--- config.mk ---
export PLATFORM = sky130hd
export DESIGN_NAME = rand_delay_slice
export DESIGN_NICKNAME = d
export VERILOG_FILES = /design/src/rtl/rand_delay_slice.sv
export SDC_FILE = /design/constraint.sdc
export NUM_CORES = 1
export LEC_CHECK = 0
export ABC_AREA = 1
export CORE_MARGIN = 3
export CORE_UTILIZATION = 40
export CTS_BUF_LIST = sky130_fd_sc_hd__clkbuf_2 sky130_fd_sc_hd__clkbuf_4 sky130_fd_sc_hd__clkbuf_8
export CTS_CLUSTER_DIAMETER = 120
export DETAILED_ROUTE_END_ITERATION = 12
export PLACE_DENSITY = 0.8
export SETUP_SLACK_MARGIN = 0.3
export SLEW_MARGIN = 5
export SYNTH_ARGS = -nofsm -noshare
export SYNTH_HDL_FRONTEND = slang
export SYNTH_SLANG_ARGS = --single-unit
--- constraint.sdc ---
create_clock -name clk -period 3 [get_ports clk]
set_input_delay 0.6 -clock clk [delete_from_list [all_inputs] [get_ports clk]]
set_output_delay 0.6 -clock clk [all_outputs]
set_load 0.02 [all_outputs]
--- src/rtl/rand_delay_slice.sv ---
// ============================================================================
// Module      : rand_delay_slice
// Description : Single-entry valid/ready slice that holds each beat for
//               MIN_DELAY plus a masked LFSR slice of cycles before release.
// Revision    : 1.0 - initial release
// ============================================================================
`default_nettype none

module rand_delay_slice #(
    parameter int DATA_W    = 32,
    parameter int RAND_W    = 3,
    parameter int MIN_DELAY = 0
) (
    input  logic              clk,
    input  logic              rst,
    input  logic [7:0]        lfsr,
    input  logic              rand_en,
    input  logic              in_valid,
    output logic              in_ready,
    input  logic [DATA_W-1:0] in_data,
    output logic              out_valid,
    input  logic              out_ready,
    output logic [DATA_W-1:0] out_data,
    output logic              busy
);

    localparam int       C_DMAX      = MIN_DELAY + (1 << RAND_W) - 1;
    localparam logic [7:0] C_RAND_MASK = 8'((1 << RAND_W) - 1);

    // The hold counter is 5 bits wide, so the worst-case delay must fit in it.
    if (RAND_W < 1 || RAND_W > 8 || MIN_DELAY < 0 || MIN_DELAY > 15 || C_DMAX > 31) begin : g_param_check
        $error("rand_delay_slice: illegal RAND_W/MIN_DELAY combination");
    end

    typedef enum logic [1:0] {
        S_IDLE = 2'd0,
        S_WAIT = 2'd1,
        S_SEND = 2'd2
    } state_t;

    state_t            state_q, state_d;
    logic [4:0]        cnt_q, cnt_d;
    logic [DATA_W-1:0] data_q, data_d;

    logic [7:0] w_rand;
    logic [8:0] w_delay_full;
    logic [4:0] w_delay;
    logic       w_unused;

    assign w_rand       = rand_en ? (lfsr & C_RAND_MASK) : 8'd0;
    assign w_delay_full = 9'(MIN_DELAY) + {1'b0, w_rand};
    assign w_delay      = w_delay_full[4:0];
    assign w_unused     = ^w_delay_full[8:5];

    always_comb begin
        state_d = state_q;
        cnt_d   = cnt_q;
        data_d  = data_q;
        unique case (state_q)
            S_IDLE: begin
                if (in_valid) begin
                    data_d = in_data;
                    if (w_delay == 5'd0) begin
                        state_d = S_SEND;
                    end else begin
                        state_d = S_WAIT;
                        cnt_d   = w_delay;
                    end
                end
            end
            S_WAIT: begin
                cnt_d = cnt_q - 5'd1;
                if (cnt_q == 5'd1) begin
                    state_d = S_SEND;
                end
            end
            S_SEND: begin
                if (out_ready) begin
                    state_d = S_IDLE;
                end
            end
            default: begin
                state_d = S_IDLE;
                cnt_d   = 5'd0;
            end
        endcase
    end

    always_ff @(posedge clk) begin
        if (rst) begin
            state_q <= S_IDLE;
            cnt_q   <= 5'd0;
            data_q  <= '0;
        end else begin
            state_q <= state_d;
            cnt_q   <= cnt_d;
            data_q  <= data_d;
        end
    end

    // All outputs come straight from registers: no input-to-output paths.
    assign in_ready  = (state_q == S_IDLE);
    assign out_valid = (state_q == S_SEND);
    assign out_data  = data_q;
    assign busy      = (state_q != S_IDLE);

endmodule

`default_nettype wire

==> impl_metrics.ini <==
[grt]
grt_max_degree = 37
grt_pass1_wl_um = 6065
track_usage = 0.1529
grt_pass1_vias = 1403
gr-total-overflow = 0
antenna_found_initial = 0

[routing]
drt_first_iter_violations = 61
via_count = 1556
wl_per_cell_um = 10.96
drc = 0
wl_um = 3693
antenna_left = 0
dr.pass1.iters = 4
viasPerCell = 4.617

[logic_synthesis]
synth_top_family_by_area = simple AND/OR/NAND/NOR gates
synth_area_um2 = 1610
synth-simple-area-share = 0.2743
yosysUniqueCellTypes = 22
synth_cells = 215
syn-num-nets = 262
synthAdderAreaFrac = 0.01554
yosys_register_bits = 39
synthMuxAreaShare = 0
synth-xor-area-share = 0
syn_avg_cell_area_um2 = 7.490
seq_area_frac_synth = 0.4848
ys_warn_count = 0
synth_compound_area_frac = 0.1375

[placed_design]
io_buffers = 74
finalWeightedCongestion = 0.9084
dp_hpwl_um = 2606

[clocking]
clk_path_buf_depth = 2
cts_resized = 0
cts_buffers = 5
cts-root-buf = clkbuf_8
cts.sinks = 39
ctsHoldBuffers = 0
h-tree-depth = 2
post-cts-setup-buffers = 0
cts.clk_slew.worst_paths_ns = 0.07
clk_latency_ns = 0.28
cts_tree = built

[sta]
fin_crit_sh = 0.7070
rsz0062_at_grt = false
period_needed_ns = 2.121
final.setup.tns_ns = 0
finalHoldViolations = 0
fin_skew_ns = 0.005137
worst_pin_slew_ns = 0.3856
hold_ws_ns = 0.4807
relSlewSlack = 0.7427
setup_viol = 0
fmax_ghz = 0.4715
drv_slew = 0

[critical_path]
path_buf_inv = 2
start_kind = flip-flop
path_delay_family = buffers and inverters
slowest_stage = clkdlybuf4s50_1
critPathRequiredTime_ns = 2.40
worstPathArrival_ns = 1.52
end_kind = primary output
crit_chain = nor2_4 -> inv_1 -> clkdlybuf4s50_1
crit_type = flip-flop to primary output
crit_fanout = 6
crit_path_max_incr_delay_ns = 0.62

[die]
die_width_um = 69.45
core_area_um2 = 3771
rows = 22
die-area_um2 = 4823
io_pins = 80
initial_core_util = 0.4270
die_h_um = 69.45

[finish]
diodes = 0
drive_above_1_share = 0.05190
syn2layout_area_growth_pct = 50.50
fin_nets = 335
fillers = 349

[pwr]
p_leak_uw = 0.001016
ir_drop_mv = 0.3109
power_per_cell_area_nw_per_um2 = 721.1

[min_path]
hp-class = flip-flop to flip-flop

[job]
cap_viol_max_count = 0

[outcome]
outcome = complete, no violations
sequential cells by signal, summed over array words and instances, names as in the netlist:
signal,count
cnt_q,5
state_q,2
out_data,32
tightest hold or removal path, delay by kind of cell (launching register included):
family	cells	cell delay [ns]
flip-flops	1	0.33
AND/OR/NAND/NOR	2	0.13
final cells by class:
class,instances,area (um2),share of cell area
flip-flops and latches,39,780.7,0.3221
well taps,48,60.06,0.02478
inverters,14,57.56,0.02375
multi-input cells,153,688.2,0.2839
repair buffers,75,748.2,0.3087
clock inverters,2,12.51,0.005163
clock buffers,6,76.32,0.03149
layer usage:
metal | wire (um) | track usage | vias to the layer above
met4 | 30 | 0.05857 | 0
li1 | - | - | 826
met2 | 1697 | 0.2627 | 53
met1 | 1673 | 0.1708 | 675
met3 | 292 | 0.05652 | 2
met5 | 0 | 0 | -
cells in the final DEF (no fill, tap or decap), drive strengths merged:
cell | netlist | layout
clkbuf | 3 | 6
nand2 | 25 | 25
a21oi | 4 | 4
a21o | 1 | 1
nand4 | 1 | 1
dfxtp | 39 | 39
o21bai | 1 | 1
nor2 | 78 | 78
clkinvlp | 0 | 1
clkdlybuf4s50 | 0 | 74
o22ai | 2 | 2
ha | 2 | 2
buf | 6 | 1
inv | 14 | 14
o21ai | 34 | 34
nand3 | 5 | 5
clkinv | 0 | 1
metrics by stage:
| stage | utilization | setup WS [ns] | instance area, um2 | power, uW | cells |
|---|---|---|---|---|---|
| 2_1_floorplan | - | 1.634 | 1610 | 1159 | 215 |
| 3_3_place_gp | 0.6191 | 1.085 | 2335 | 1404 | 329 |
| 3_5_place_dp | 0.6191 | 1.071 | 2335 | 1418 | 329 |
| 4_1_cts | 0.6427 | 0.8683 | 2424 | 1769 | 337 |
| 5_1_grt | 0.6427 | 0.7981 | 2424 | 1869 | 337 |
| 6_report | 0.6427 | 0.8791 | 2424 | 1748 | 337 |
logic make-up after synthesis:
| kind of cell | Yosys count |
|---|---|
| AOI/OAI and AO/OA | 42 |
| adders and majority gates | 2 |
| and+or+nand+nor | 109 |
| DFF | 39 |
| buffers and inverters | 23 |
Yosys cell counts:
cell type,count,area share
buf_6,2,0.014
o21ai_0,15,0.047
nand4_2,1,0.0078
clkbuf_1,3,0.0070
o21bai_1,1,0.0047
nor2_4,1,0.0070
o21ai_1,18,0.056
inv_1,13,0.030
ha_1,2,0.016
o22ai_1,2,0.0078
dfxtp_1,39,0.48
buf_8,3,0.028
o21ai_2,1,0.0054
a21o_1,1,0.0047
nand2_4,1,0.0070
nand2_2,1,0.0039
nand3_1,5,0.016
buf_2,1,0.0031
inv_6,1,0.0054
nor2_1,77,0.18
a21oi_1,4,0.012
nand2_1,23,0.054
path summary, 6_finish.rpt:
| kind | endpoint | slack, ns | start | depth (start not counted) |
|---|---|---|---|---|
| worst max register to register | out_data[0] | 1.63 | state_q[1] | 5 |
| worst min register to register | out_data[6] | 0.48 | out_data[6] | 2 |
| worst max-delay path | busy | 0.88 | state_q[0] | 3 |
| worst min-delay path | out_data[6] | 0.48 | out_data[6] | 2 |
power breakdown:
group | switching [uW] | leakage (uW) | internal (uW)
clock network | 176 | 0.0000446 | 171
registers | 59.4 | 0.000323 | 621
logic | 399 | 0.000649 | 321
total | 635 | 0.00102 | 1110
Note: power is estimated with default switching activity, not from simulation.
